[config.mk]
export PLATFORM = sky130hd
export DESIGN_NAME = multicycle_control_flat
export DESIGN_NICKNAME = d
export VERILOG_FILES = /design/src/rtl/multicycle_control_if.sv /design/src/rtl/multicycle_control.sv /design/src/flat_wrapper.sv
export SDC_FILE = /design/constraint.sdc
export NUM_CORES = 1
export LEC_CHECK = 0
export BUFFER_PORTS_ARGS = -buffer_cell sky130_fd_sc_hd__clkbuf_2
export CAP_MARGIN = 20
export CORE_MARGIN = 1
export CORE_UTILIZATION = 45
export CTS_BUF_LIST = sky130_fd_sc_hd__clkbuf_4 sky130_fd_sc_hd__clkbuf_8
export DETAILED_ROUTE_END_ITERATION = 8
export PLACE_DENSITY = 0.68
export SLEW_MARGIN = 10
export SYNTH_ARGS = -nofsm -noshare
export SYNTH_HDL_FRONTEND = slang
export SYNTH_SLANG_ARGS = --single-unit
[constraint.sdc]
create_clock -name clk -period 3.02 [get_ports clk]
set_clock_uncertainty 0.1 [all_clocks]
set_input_delay 0.151 -clock clk [delete_from_list [all_inputs] [get_ports clk]]
set_output_delay 0.151 -clock clk [all_outputs]
set_load 0.01 [all_outputs]
[src/rtl/multicycle_control_if.sv]
// Bus between the multicycle controller and its datapath/memory: instruction bits,
// memory handshake, datapath strobes and the retired-instruction counter.
interface multicycle_control_if;
    logic [10:0] opcode;
    logic        zero;
    logic        mem_ack;
    logic        retired_load;
    logic [15:0] retired_preset;

    logic        mem_req;
    logic        ir_write;
    logic        mem_read;
    logic        mem_write;
    logic        reg_write;
    logic        alu_src;
    logic        mem_to_reg;
    logic        pc_write;
    logic        pc_src;
    logic [2:0]  imm_sel;
    logic [3:0]  alu_ctrl;
    logic        illegal;
    logic [15:0] retired;

    modport slave (
        input  opcode, zero, mem_ack, retired_load, retired_preset,
        output mem_req, ir_write, mem_read, mem_write, reg_write, alu_src,
               mem_to_reg, pc_write, pc_src, imm_sel, alu_ctrl, illegal, retired
    );

    modport master (
        output opcode, zero, mem_ack, retired_load, retired_preset,
        input  mem_req, ir_write, mem_read, mem_write, reg_write, alu_src,
               mem_to_reg, pc_write, pc_src, imm_sel, alu_ctrl, illegal, retired
    );
endinterface

[src/rtl/multicycle_control.sv]
// Five-state (FETCH/DECODE/EXEC/MEM/WB) control unit for a LEGv8 subset multicycle
// datapath. Strobes are registered; only IRWrite, STUR completion PCWrite and CBZ PCSrc follow inputs.
module multicycle_control (
    input  logic                clk,
    input  logic                reset_l,
    multicycle_control_if.slave bus
);
    typedef enum logic [2:0] {FETCH, DECODE, EXEC, MEM, WB} state_t;

    typedef struct packed {
        logic       illegal;
        logic       is_ldur;
        logic       is_stur;
        logic       is_b;
        logic       is_cbz;
        logic       alu_src;
        logic [2:0] imm_sel;
        logic [3:0] alu_ctrl;
    } decode_t;

    localparam logic [3:0] ALU_AND   = 4'b0000;
    localparam logic [3:0] ALU_ORR   = 4'b0001;
    localparam logic [3:0] ALU_ADD   = 4'b0010;
    localparam logic [3:0] ALU_LSL   = 4'b0011;
    localparam logic [3:0] ALU_LSR   = 4'b0100;
    localparam logic [3:0] ALU_SUB   = 4'b0110;
    localparam logic [3:0] ALU_PASSB = 4'b0111;

    localparam logic [2:0] IMM_NONE  = 3'd0;
    localparam logic [2:0] IMM_D     = 3'd1;
    localparam logic [2:0] IMM_CB    = 3'd2;
    localparam logic [2:0] IMM_B     = 3'd3;
    localparam logic [2:0] IMM_SHAMT = 3'd4;
    localparam logic [2:0] IMM_I     = 3'd5;

    function automatic decode_t decode(input logic [10:0] op);
        decode_t d;
        d = '0;
        d.imm_sel = IMM_NONE;
        casez (op)
            11'b10001011000: d.alu_ctrl = ALU_ADD;
            11'b11001011000: d.alu_ctrl = ALU_SUB;
            11'b10001010000: d.alu_ctrl = ALU_AND;
            11'b10101010000: d.alu_ctrl = ALU_ORR;
            11'b11010011011: begin
                d.alu_ctrl = ALU_LSL;
                d.alu_src  = 1'b1;
                d.imm_sel  = IMM_SHAMT;
            end
            11'b11010011010: begin
                d.alu_ctrl = ALU_LSR;
                d.alu_src  = 1'b1;
                d.imm_sel  = IMM_SHAMT;
            end
            11'b1001000100?: begin
                d.alu_ctrl = ALU_ADD;
                d.alu_src  = 1'b1;
                d.imm_sel  = IMM_I;
            end
            11'b1101000100?: begin
                d.alu_ctrl = ALU_SUB;
                d.alu_src  = 1'b1;
                d.imm_sel  = IMM_I;
            end
            11'b1001001000?: begin
                d.alu_ctrl = ALU_AND;
                d.alu_src  = 1'b1;
                d.imm_sel  = IMM_I;
            end
            11'b1011001000?: begin
                d.alu_ctrl = ALU_ORR;
                d.alu_src  = 1'b1;
                d.imm_sel  = IMM_I;
            end
            11'b11111000010: begin
                d.is_ldur  = 1'b1;
                d.alu_ctrl = ALU_ADD;
                d.alu_src  = 1'b1;
                d.imm_sel  = IMM_D;
            end
            11'b11111000000: begin
                d.is_stur  = 1'b1;
                d.alu_ctrl = ALU_ADD;
                d.alu_src  = 1'b1;
                d.imm_sel  = IMM_D;
            end
            11'b10110100???: begin
                d.is_cbz   = 1'b1;
                d.alu_ctrl = ALU_PASSB;
                d.imm_sel  = IMM_CB;
            end
            11'b000101?????: begin
                d.is_b     = 1'b1;
                d.imm_sel  = IMM_B;
            end
            default: d.illegal = 1'b1;
        endcase
        return d;
    endfunction

    state_t      state_reg;
    logic [10:0] opcode_reg;
    logic [15:0] retired_reg;
    logic        mem_req_reg;
    logic        mem_read_reg;
    logic        mem_write_reg;
    logic        reg_write_reg;
    logic        alu_src_reg;
    logic        mem_to_reg_reg;
    logic        pc_write_reg;
    logic        pc_src_reg;
    logic        illegal_reg;
    logic [2:0]  imm_sel_reg;
    logic [3:0]  alu_ctrl_reg;

    logic [10:0] dec_op;
    decode_t     dec;
    logic        ack_taken;
    logic        ir_write;
    logic        stur_done;
    logic        pc_write;
    logic        pc_src;
    logic        retire;

    // In FETCH the instruction is still on the bus, so the DECODE-state strobes
    // are prepared from the incoming opcode in the same edge that latches it.
    assign dec_op    = (state_reg == FETCH) ? bus.opcode : opcode_reg;
    assign dec       = decode(dec_op);
    assign ack_taken = mem_req_reg & bus.mem_ack;
    assign ir_write  = (state_reg == FETCH) & ack_taken;
    assign stur_done = (state_reg == MEM) & dec.is_stur & ack_taken;
    assign pc_write  = pc_write_reg | stur_done;
    assign pc_src    = ((state_reg == EXEC) & dec.is_cbz) ? bus.zero : pc_src_reg;
    assign retire    = pc_write & ~illegal_reg;

    always_ff @(posedge clk) begin
        if (!reset_l) begin
            state_reg      <= FETCH;
            opcode_reg     <= '0;
            retired_reg    <= '0;
            mem_req_reg    <= 1'b0;
            mem_read_reg   <= 1'b0;
            mem_write_reg  <= 1'b0;
            reg_write_reg  <= 1'b0;
            alu_src_reg    <= 1'b0;
            mem_to_reg_reg <= 1'b0;
            pc_write_reg   <= 1'b0;
            pc_src_reg     <= 1'b0;
            illegal_reg    <= 1'b0;
            imm_sel_reg    <= IMM_NONE;
            alu_ctrl_reg   <= '0;
        end else begin
            illegal_reg    <= 1'b0;
            pc_write_reg   <= 1'b0;
            pc_src_reg     <= 1'b0;
            reg_write_reg  <= 1'b0;
            mem_to_reg_reg <= 1'b0;

            if (ir_write) begin
                opcode_reg <= bus.opcode;
            end

            if (bus.retired_load) begin
                retired_reg <= bus.retired_preset;
            end else if (retire) begin
                retired_reg <= retired_reg + 16'd1;
            end

            case (state_reg)
                FETCH: begin
                    // The first FETCH cycle after reset only raises the request.
                    if (ack_taken) begin
                        state_reg    <= DECODE;
                        mem_req_reg  <= 1'b0;
                        mem_read_reg <= 1'b0;
                        imm_sel_reg  <= dec.imm_sel;
                        alu_src_reg  <= dec.alu_src;
                        illegal_reg  <= dec.illegal;
                        pc_write_reg <= dec.illegal;
                    end else begin
                        mem_req_reg  <= 1'b1;
                        mem_read_reg <= 1'b1;
                    end
                end
                DECODE: begin
                    if (dec.illegal) begin
                        state_reg    <= FETCH;
                        mem_req_reg  <= 1'b1;
                        mem_read_reg <= 1'b1;
                    end else begin
                        state_reg    <= EXEC;
                        alu_ctrl_reg <= dec.alu_ctrl;
                        pc_write_reg <= dec.is_b | dec.is_cbz;
                        pc_src_reg   <= dec.is_b;
                    end
                end
                EXEC: begin
                    alu_ctrl_reg <= '0;
                    if (dec.is_b | dec.is_cbz) begin
                        state_reg    <= FETCH;
                        mem_req_reg  <= 1'b1;
                        mem_read_reg <= 1'b1;
                        imm_sel_reg  <= IMM_NONE;
                        alu_src_reg  <= 1'b0;
                    end else if (dec.is_ldur | dec.is_stur) begin
                        state_reg     <= MEM;
                        mem_req_reg   <= 1'b1;
                        mem_read_reg  <= dec.is_ldur;
                        mem_write_reg <= dec.is_stur;
                    end else begin
                        state_reg     <= WB;
                        reg_write_reg <= 1'b1;
                        pc_write_reg  <= 1'b1;
                    end
                end
                MEM: begin
                    if (ack_taken) begin
                        mem_write_reg <= 1'b0;
                        if (dec.is_ldur) begin
                            state_reg      <= WB;
                            mem_req_reg    <= 1'b0;
                            mem_read_reg   <= 1'b0;
                            reg_write_reg  <= 1'b1;
                            mem_to_reg_reg <= 1'b1;
                            pc_write_reg   <= 1'b1;
                        end else begin
                            // STUR retires on the ack cycle and refetches directly.
                            state_reg    <= FETCH;
                            mem_req_reg  <= 1'b1;
                            mem_read_reg <= 1'b1;
                            imm_sel_reg  <= IMM_NONE;
                            alu_src_reg  <= 1'b0;
                        end
                    end
                end
                WB: begin
                    state_reg    <= FETCH;
                    mem_req_reg  <= 1'b1;
                    mem_read_reg <= 1'b1;
                    imm_sel_reg  <= IMM_NONE;
                    alu_src_reg  <= 1'b0;
                end
                default: begin
                    state_reg <= FETCH;
                end
            endcase
        end
    end

    assign bus.mem_req    = mem_req_reg;
    assign bus.ir_write   = ir_write;
    assign bus.mem_read   = mem_read_reg;
    assign bus.mem_write  = mem_write_reg;
    assign bus.reg_write  = reg_write_reg;
    assign bus.alu_src    = alu_src_reg;
    assign bus.mem_to_reg = mem_to_reg_reg;
    assign bus.pc_write   = pc_write;
    assign bus.pc_src     = pc_src;
    assign bus.imm_sel    = imm_sel_reg;
    assign bus.alu_ctrl   = alu_ctrl_reg;
    assign bus.illegal    = illegal_reg;
    assign bus.retired    = retired_reg;
endmodule

[src/flat_wrapper.sv]
// flat-port wrapper written by rule: the top's interface ports become plain ports
module multicycle_control_flat 
  (clk, reset_l, bus_opcode, bus_zero, bus_mem_ack, bus_retired_load, bus_retired_preset, bus_mem_req, bus_ir_write, bus_mem_read, bus_mem_write, bus_reg_write, bus_alu_src, bus_mem_to_reg, bus_pc_write, bus_pc_src, bus_imm_sel, bus_alu_ctrl, bus_illegal, bus_retired);
  multicycle_control_if bus_i ();
  input  logic clk;
  input  logic reset_l;
  input wire logic [$bits(bus_i.opcode)-1:0] bus_opcode;
  input wire logic [$bits(bus_i.zero)-1:0] bus_zero;
  input wire logic [$bits(bus_i.mem_ack)-1:0] bus_mem_ack;
  input wire logic [$bits(bus_i.retired_load)-1:0] bus_retired_load;
  input wire logic [$bits(bus_i.retired_preset)-1:0] bus_retired_preset;
  output wire logic [$bits(bus_i.mem_req)-1:0] bus_mem_req;
  output wire logic [$bits(bus_i.ir_write)-1:0] bus_ir_write;
  output wire logic [$bits(bus_i.mem_read)-1:0] bus_mem_read;
  output wire logic [$bits(bus_i.mem_write)-1:0] bus_mem_write;
  output wire logic [$bits(bus_i.reg_write)-1:0] bus_reg_write;
  output wire logic [$bits(bus_i.alu_src)-1:0] bus_alu_src;
  output wire logic [$bits(bus_i.mem_to_reg)-1:0] bus_mem_to_reg;
  output wire logic [$bits(bus_i.pc_write)-1:0] bus_pc_write;
  output wire logic [$bits(bus_i.pc_src)-1:0] bus_pc_src;
  output wire logic [$bits(bus_i.imm_sel)-1:0] bus_imm_sel;
  output wire logic [$bits(bus_i.alu_ctrl)-1:0] bus_alu_ctrl;
  output wire logic [$bits(bus_i.illegal)-1:0] bus_illegal;
  output wire logic [$bits(bus_i.retired)-1:0] bus_retired;
  assign bus_i.opcode = bus_opcode;
  assign bus_i.zero = bus_zero;
  assign bus_i.mem_ack = bus_mem_ack;
  assign bus_i.retired_load = bus_retired_load;
  assign bus_i.retired_preset = bus_retired_preset;
  assign bus_mem_req = bus_i.mem_req;
  assign bus_ir_write = bus_i.ir_write;
  assign bus_mem_read = bus_i.mem_read;
  assign bus_mem_write = bus_i.mem_write;
  assign bus_reg_write = bus_i.reg_write;
  assign bus_alu_src = bus_i.alu_src;
  assign bus_mem_to_reg = bus_i.mem_to_reg;
  assign bus_pc_write = bus_i.pc_write;
  assign bus_pc_src = bus_i.pc_src;
  assign bus_imm_sel = bus_i.imm_sel;
  assign bus_alu_ctrl = bus_i.alu_ctrl;
  assign bus_illegal = bus_i.illegal;
  assign bus_retired = bus_i.retired;
  multicycle_control u_core (.clk(clk), .reset_l(reset_l), .bus(bus_i));
endmodule
==> impl.org, run 1 <==
** Run status
- Outcome :: complete, no violations

** Yosys
- Number of standard cells after synthesis :: 353
- Leading post-synthesis cells by cell area :: sky130_fd_sc_hd__dfxtp_1 33%, sky130_fd_sc_hd__nand2_1 6.8%, sky130_fd_sc_hd__o21ai_0 4.4%
- Fraction of synthesized cell area taken by the top area cell type :: 32.9%
- Dominant combinational cell family by area after synthesis :: simple AND/OR/NAND/NOR gates
- After Yosys synthesis, full adders, half adders and majority gates account for 0.457% of the synthesized area.
- Synthesis inferred 45 register bits.
- The cell area that synthesis handed to floorplanning was 0.00274 mm2.
- The synthesized design spends more area on one cell type than any other, namely sky130_fd_sc_hd__dfxtp_1.
- Share of the synthesized netlist area taken by xor and xnor gates :: 5.11%
- Synthesized-area fraction occupied by ao, oa, aoi and oai cells :: 21.8%
- Syn nets :: 386
- In this run, distinct cell masters in the synthesized netlist total 59.
- Number of enable-type register cells in the synthesized netlist :: 0
- Share of synthesized registers carrying an async set or reset :: 0%
- For this run, the leading register cell type out of synthesis is sky130_fd_sc_hd__dfxtp_1.
- Proportion of synthesized area in mux cells :: 2.65%
- A synthesized cell averages 7.76 um2.
- The Yosys step of the flow raised 0 warnings.
- Sequential cells were found to cover 32.9% of the synthesized design area.
- Fraction of the mapped netlist area in simple logic gates :: 31.6%

** Layout
- Commonest non-fill, non-tap cells in the layout :: 63 x sky130_fd_sc_hd__clkbuf_2, 50 x sky130_fd_sc_hd__nand2_1, 45 x sky130_fd_sc_hd__dfxtp_1, 24 x sky130_fd_sc_hd__nor2_1, 24 x sky130_fd_sc_hd__o21ai_0
- Of the cells placed in the final design, the portion with a size suffix greater than 1 is 22.6%.
- Number of nets in the finished design :: 443
- Area growth from synthesis to final layout :: 17.0%
- The register with the most flip-flops in the layout has 16 of them.
- The finished cells cover 0.00321 mm2.
- Most common library cell in the layout ignoring fill and taps :: sky130_fd_sc_hd__clkbuf_2
- Ant. Diodes :: 0

** Global routing
- Entering global routing, the biggest net connects 40 pins.
- Number of global-route vias before repair :: 2,416
- Total global-route track usage :: 24.0%
- Number of antenna violations at the first check in global routing :: 0
- Summed over all layers, the global routing overflow is 0.
- Wire length of the first global-routing pass :: 11,900 um

** Drt
- Sum of routed wire length over all layers :: 7400 um
- Wire length on met1 :: 3540 um
- Post-route DRC violation count :: 0
- For this run, the detailed router's first-pass iteration total came to 6.
- Average wire length per cell after detail routing :: 15.2 um
- The routed layout has 2,783 vias.
- Once detail routing completed, the nets flagged for antenna violations numbered 0.
- Dividing the detail-routed via count by the number of cells gives 5.73.
- After detailed routing, the met3 layer carries 447 um of wire.
- Top routing layer in use :: met4
- Number of violations reported at the end of detailed-routing iteration 0 :: 185
- In the detailed route, the total length drawn on met2 is 3260 um.

** Clock tree
- Sink Count :: 45
- TritonCTS clock tree :: built
- Number of buffers added by the clock tree synthesis step :: 5
- Buffers inserted by post-CTS timing repair :: 0
- H-tree depth :: 2
- Maximum number of buffers from clock root to sink :: 2
- Clock root buffer master :: sky130_fd_sc_hd__clkbuf_8
- Hold-fix buffers, CTS :: 0
- Clock network latency to the later pin of the worst-skew pair :: 310 ps
- In this run, post-CTS repair resized a total of 0 instances.
- Clock input transition at the sequential cells of the worst setup and hold paths :: 90 ps

** Floorplanning
- Placement Rows :: 28
- Core Footprint :: 0.00589 mm2
- Ports :: 65
- Die Y :: 80.0 um
- From left edge to right edge, the die measures 80.0 um.
- Starting utilization of the core area :: 46.6%
- Die area :: 0.00641 mm2

** Critical path
- The slowest stage of the critical path is the sky130_fd_sc_hd__or3_1 cell.
- In this design, the largest share of critical-path delay is due to simple AND/OR/NAND/NOR gates.
- Required time at the endpoint of the critical path :: 3160 ps
- R2R cell count :: 8
- Arrival time of the worst setup path :: 2900 ps
- Worst Setup Path Type :: flip-flop to flip-flop
- Cell breakdown of the critical path :: or3_1 > nand4b_1 > a221oi_2 > nor4bb_1 > buf_4 > and4_1 > a221o_1 > mux2i_1
- On the worst path, the slowest cell contributes a delay of 650 ps.
- Counting both buffers and inverters, the worst setup path holds a total of 1.
- Capture point of the worst reg-to-reg path :: u_core.bus.mem_read$_SDFFE_PN0P_
- Worst R2R Start :: u_core.state_reg[2]$_SDFFE_PN0P_
- Critical-path maximum fanout :: 15
- The worst setup path is launched from a flip-flop.
- The setup check on the worst reg-to-reg path leaves a slack of 260 ps.
- Type of element capturing the critical path :: flip-flop

** Timing
- Post-route minimum period :: 2760 ps
- The number of hold-slack violations in the final timing report came to 0.
- Highest attainable clock frequency :: 362 MHz
- The worst pin sits at a relative slew slack of 48.3%.
- Measured slew at the worst slew-check pin :: 774 ps
- In the finished design, the share of the clock period the worst path needs comes to 91.5%.
- The max-slew violation total from the final report was 0.
- Setup violation total in the final timing report :: 0
- Setup repair after global routing left no endpoint under its margin.
- Post-route setup TNS :: 0 ps

** Worst hold path
- The worst hold path terminates at u_core.bus.retired[15]$_SDFFE_PN0P_.
- The path class of the tightest hold or removal check is input pin to flip-flop.
- The worst hold path was traced through 3 stages.
- The startpoint identified for the worst hold timing path is bus_retired_preset[15].

** Pwr
- VDD sags by at most 0.000228 V.
- For this design the static power due to leakage is 1.26 nW.
- Total power divided by cell area :: 387 mW/mm2

** Place
- Routability-driven placement congestion ratio :: 0.936
- Post-DP HPWL :: 5390 um
- Summing all placed instances gives a cell area of 0.00311 mm2.
- During placement, the flow inserted port buffers numbering 63.

** Run
- Max-cap violations in this run came to 0.
-- area by class of cell --
type,count,area [um2]
Tap cell,75,93.8
Inverter,9,33.8
Clock buffer,7,83.8
Fill cell,561,2680
Sequential cell,45,901
Clock inverter,1,7.51
Multi-Input combinational cell,276,1690
Timing Repair Buffer,73,393
-- synthesized netlist by cell type (4+ instances only) --
cell and instances:
sky130_fd_sc_hd__nand2_1 50, sky130_fd_sc_hd__dfxtp_1 45, sky130_fd_sc_hd__nor2_1 24, sky130_fd_sc_hd__o21ai_0 24, sky130_fd_sc_hd__a21oi_1 22, sky130_fd_sc_hd__clkbuf_1 14
sky130_fd_sc_hd__nor3_1 14, sky130_fd_sc_hd__a21boi_0 12, sky130_fd_sc_hd__nand3_1 12, sky130_fd_sc_hd__inv_1 9, sky130_fd_sc_hd__xnor2_1 9, sky130_fd_sc_hd__nand4_1 8
sky130_fd_sc_hd__and3_1 7, sky130_fd_sc_hd__xor2_1 7, sky130_fd_sc_hd__a211oi_1 5, sky130_fd_sc_hd__buf_2 5, sky130_fd_sc_hd__mux2i_1 5, sky130_fd_sc_hd__nor2b_1 5
sky130_fd_sc_hd__nor4_1 5, sky130_fd_sc_hd__o2bb2ai_1 5, sky130_fd_sc_hd__nand2b_1 4, sky130_fd_sc_hd__nand4b_1 4, sky130_fd_sc_hd__nor4b_1 4, sky130_fd_sc_hd__or3_1 4
-- power breakdown --
part           switching, mW  leakage [nW]  internal, mW
clock                  0.218        0.0453         0.182
sequential            0.0344         0.369         0.619
combinational          0.109         0.849        0.0778
total                  0.361          1.26         0.879
-- per-stage QoR --
stage                     std cells  util (%)  total power [mW]  setup WS, ps  hold slack [ps]
after CTS                       485      54.3              1.25           289             4.92
final                           486      54.5              1.24           257             12.4
after detailed placement        477      52.8             0.850           301              329
after floorplan                 353         -             0.777           597              196
after global placement          477      52.8             0.850           387              318
after global routing            486      54.5              1.30          65.1             22.9
-- cell families (layout without fill, tap and decap cells) --
kind of cell / Yosys count / in the layout
flip-flops: 45 / 45
other: 1 / 1
XOR/XNOR: 16 / 16
adder cells (fa/ha/maj): 1 / 1
AO/OA/AOI/OAI: 89 / 89
buffers and inverters: 32 / 90
AND/OR/NAND/NOR: 162 / 162
multiplexers: 7 / 7
-- layer usage --
layer,vias up,global-route usage (%)
met2,115,36.5
met4,0,8.21
met3,14,3.89
li1,1392,-
met5,-,0
met1,1262,34.2
-- worst reg2reg max path, stage by stage (launching register included) --
cell	delay, ps
sky130_fd_sc_hd__dfxtp_1	420
sky130_fd_sc_hd__or3_1	650
sky130_fd_sc_hd__nand4b_1	210
sky130_fd_sc_hd__a221oi_2	90
sky130_fd_sc_hd__nor4bb_1	360
sky130_fd_sc_hd__buf_4	200
sky130_fd_sc_hd__and4_1	260
sky130_fd_sc_hd__a221o_1	230
sky130_fd_sc_hd__mux2i_1	190
-- worst max path at each step --
stage               slack [ps]                          endpoint                              from  cells after the start
floorplan                  600  u_core.bus.mem_read$_SDFFE_PN0P_  u_core.state_reg[0]$_SDFFE_PN0P_                     10
global placement           390  u_core.bus.mem_read$_SDFFE_PN0P_  u_core.state_reg[2]$_SDFFE_PN0P_                      8
detailed placement         300  u_core.bus.mem_read$_SDFFE_PN0P_  u_core.state_reg[2]$_SDFFE_PN0P_                      8
CTS                        290  u_core.bus.mem_read$_SDFFE_PN0P_  u_core.state_reg[2]$_SDFFE_PN0P_                      8
global route                70  u_core.bus.mem_read$_SDFFE_PN0P_  u_core.state_reg[2]$_SDFFE_PN0P_                      8
finish                     260  u_core.bus.mem_read$_SDFFE_PN0P_  u_core.state_reg[2]$_SDFFE_PN0P_                      8
(Power assumes the default switching activity.)
==> inputs of run 2 (changes only) <==
--- a/config.mk
+++ b/config.mk
@@ -10,8 +10,10 @@
 export CORE_MARGIN = 1
 export CORE_UTILIZATION = 45
 export CTS_BUF_LIST = sky130_fd_sc_hd__clkbuf_4 sky130_fd_sc_hd__clkbuf_8
+export CTS_CLUSTER_DIAMETER = 40
 export DETAILED_ROUTE_END_ITERATION = 8
 export PLACE_DENSITY = 0.68
+export REMOVE_ABC_BUFFERS = 1
 export SLEW_MARGIN = 10
 export SYNTH_ARGS = -nofsm -noshare
 export SYNTH_HDL_FRONTEND = slang
==> run 2 against run 1 <==
Largest cell class unchanged. Via count rose by 0.32%. Core utilization fell by 0.32 points. Non-clock buffer count fell by 2. Clock power fell by 2%. Final cell count fell by 0.41%. Sequential power barely moved. Power fell by 0.67%. Critical path type unchanged. Design area fell by 0.59%.
==> impl.org, run 2 (synthesis gave the netlist of run 1 again) <==
** Layout
- Area growth from synthesis to final layout :: 16.3%
- The register with the most flip-flops in the layout has 16 of them.
- In the layout the commonest cells are 63 x sky130_fd_sc_hd__clkbuf_2, 50 x sky130_fd_sc_hd__nand2_1, 45 x sky130_fd_sc_hd__dfxtp_1, 24 x sky130_fd_sc_hd__nor2_1, 24 x sky130_fd_sc_hd__o21ai_0.
- Fill cell instance count of the final layout :: 574
- Number of nets in the finished design :: 441
- Proportion of layout cells with a drive suffix above 1 :: 22.5%
- Leaving out fill and tap cells, the most frequent cell in the layout is sky130_fd_sc_hd__clkbuf_2.
- 0 antenna diodes ended up in the layout.

** Place
- The wire-length estimate of the detail-placed layout is 5550 um.
- During placement, the flow inserted port buffers numbering 63.
- Routability-driven placement finished with a final weighted congestion of 0.923.

** Run
- The tool flagged a number of max-cap violations equal to 0.

** Global routing
- The first global-routing pass estimated 12,400 um of wire.
- Maximum number of pins on one net before global-route repair :: 40
- Number of antenna violations at the first check in global routing :: 0
- Number of global-route vias before repair :: 2,566
- Global routing finished with a remaining overflow of 0.
- Total global-route track usage :: 24.8%

** Pwr
- Combinational logic is responsible for 15.1% of the overall power.
- Of the total power, registers draw 53.1%.
- Max rail drop VDD :: 0.000230 V
- The internal power of the cells totals 861 uW.
- Net switching is 30.1% of the power.
- Leakage power :: 1.25 nW
- The completed layout was analyzed and its total power is 1.23 mW.
- In this run the power spent charging and discharging nets is 371 uW.
- Part of the total power dissipated in the clock network :: 31.8%
- Power spread over the standard cell area amounts to 386 mW/mm2.

** Critical path
- The number of cells on the worst reg-to-reg path is 7.
- R2r setup slk :: 240 ps
- Worst R2R Start :: u_core.state_reg[2]$_SDFFE_PN0P_
- Data on the critical path is required at its endpoint by 3120 ps.
- Data on the critical path arrives at its endpoint at 2880 ps.
- Worst setup path endpoint :: u_core.pc_src_reg$_SDFF_PN0_
- Along the worst path, the maximum fanout reaches 15.
- The worst setup path is captured at a flip-flop.
- By startpoint and endpoint, the worst setup path is classified as flip-flop to flip-flop.
- The most critical setup path has its startpoint at u_core.state_reg[2]$_SDFFE_PN0P_.
- Capture point of the worst reg-to-reg path :: u_core.pc_src_reg$_SDFF_PN0_
- The worst setup path is launched from a flip-flop.

** Drt
- Number of detailed-route iterations in the first pass :: 5
- After detailed routing, the average wire length per cell comes to 15.4 um.
- In the routed design, unresolved DRC markers number 0.
- The count of nets left with antenna violations once routing finished came out at 0.
- In the routed layout, each cell is associated on average with a via count of 5.77.
- Summed over all layers, the routed wires come to 7450 um.
- Number of vias after detailed routing :: 2,792
- For this block, the initial DRC count from the detailed router was 172.

** Timing
- RSZ-0062 raised after global routing :: false
- Post-route minimum period :: 2780 ps
- Max Slew Vio Count :: 0
- Fraction of the cycle the final worst path needs :: 92.0%
- Measured slew at the worst slew-check pin :: 789 ps
- Headroom to the max-slew limit came out at 47.3%.
- The number of hold-slack violations in the final timing report came to 0.
- Setup violation total in the final timing report :: 0
- In the final timing run, aggregate negative setup slack is 0 ps.
- Static timing analysis puts the maximum clock frequency at 360 MHz.

** Worst hold path
- Class of the worst hold path :: input pin to flip-flop

** Clock tree
- After clock tree synthesis, the setup repair step added 0 buffers.
- The number of clock buffers added by TritonCTS is 5.
- TritonCTS clock tree :: built
- The root buffer cell chosen for the clock tree is sky130_fd_sc_hd__clkbuf_8.
- Sink Count :: 45
- At the later pin of the worst-skew pair, clock insertion delay measures 300 ps.
- No sink is reached through more buffers than the 2 on the longest clock path.
- CTS built an H-tree with a depth of 2.
- After clock tree synthesis, the clock-pin slew on the worst setup and hold paths is 100 ps.
- Hold repair after CTS inserted 0 buffers.
- Resized cells post-CTS :: 0

** Floorplanning
- The floorplan step set the die width to 80.0 um.
- The die covers 0.00641 mm2.
- Starting utilization of the core area :: 46.6%
- The floorplan has 28 rows.
- Die Y :: 80.0 um
- The core region is 0.00589 mm2.
- In this run the count of I/O pins placed on the die edge is 65.

** Run status
- Outcome :: complete, no violations
[run 2: worst min-delay path by stage]
stage	start	end	slack, ps	cells past startpoint
floorplan	reset_l	u_core.state_reg[1]$_SDFFE_PN0P_	170	1
global placement	bus_retired_preset[1]	u_core.bus.retired[1]$_SDFFE_PN0P_	320	3
detailed placement	bus_retired_preset[4]	u_core.bus.retired[4]$_SDFFE_PN0P_	330	3
CTS	bus_retired_preset[8]	u_core.bus.retired[8]$_SDFFE_PN0P_	10	3
global route	bus_retired_preset[15]	u_core.bus.retired[15]$_SDFFE_PN0P_	10	3
finish	bus_retired_preset[8]	u_core.bus.retired[8]$_SDFFE_PN0P_	10	3
[run 2: area by class of cell]
class	instances	area (um2)	share of cell area, %
well taps	75	93.8	2.94
repair buffers	71	375	11.8
inverters	9	33.8	1.06
flip-flops and latches	45	901	28.3
multi-input cells	276	1690	53.1
clock inverters	3	21.3	0.667
clock buffers	5	68.8	2.16
[run 2: layer usage]
| layer | vias up | share of wire [%] | global-route usage (%) |
|---|---|---|---|
| met1 | 1281 | 47 | 34.0 |
| met4 | 0 | 1.9 | 9.11 |
| met5 | - | 0 | 0 |
| met3 | 15 | 5.5 | 3.77 |
| li1 | 1383 | - | - |
| met2 | 113 | 45 | 39.1 |
[run 2: metrics by stage]
stage          utilization, %  std cells  setup WS [ps]  cell area (um2)  hold slack [ps]
2_1_floorplan               -        330            155             2630              169
3_3_place_gp             52.6        476            391             3100              317
3_5_place_dp             52.6        476            304             3100              326
4_1_cts                  54.2        484            296             3190             12.1
5_1_grt                  54.2        484           83.0             3190             14.1
6_report                 54.2        484            242             3190             14.4
[run 2: power by group through the flow]
stage,clock (mW),combinational [mW],sequential [mW]
floorplan,0,0.0920,0.669
global placement,0,0.183,0.666
detailed placement,0,0.184,0.667
CTS,0.398,0.185,0.653
global route,0.428,0.208,0.659
finish,0.392,0.186,0.654
[run 2: worst max-delay path, cell delays in order, from the launching register on]
cell and delay, ps:
sky130_fd_sc_hd__dfxtp_1 440, sky130_fd_sc_hd__or3_1 650, sky130_fd_sc_hd__nand4b_1 200, sky130_fd_sc_hd__a221oi_2 90, sky130_fd_sc_hd__nor4bb_1 480, sky130_fd_sc_hd__buf_4 220
sky130_fd_sc_hd__a41oi_2 230, sky130_fd_sc_hd__and3_1 270
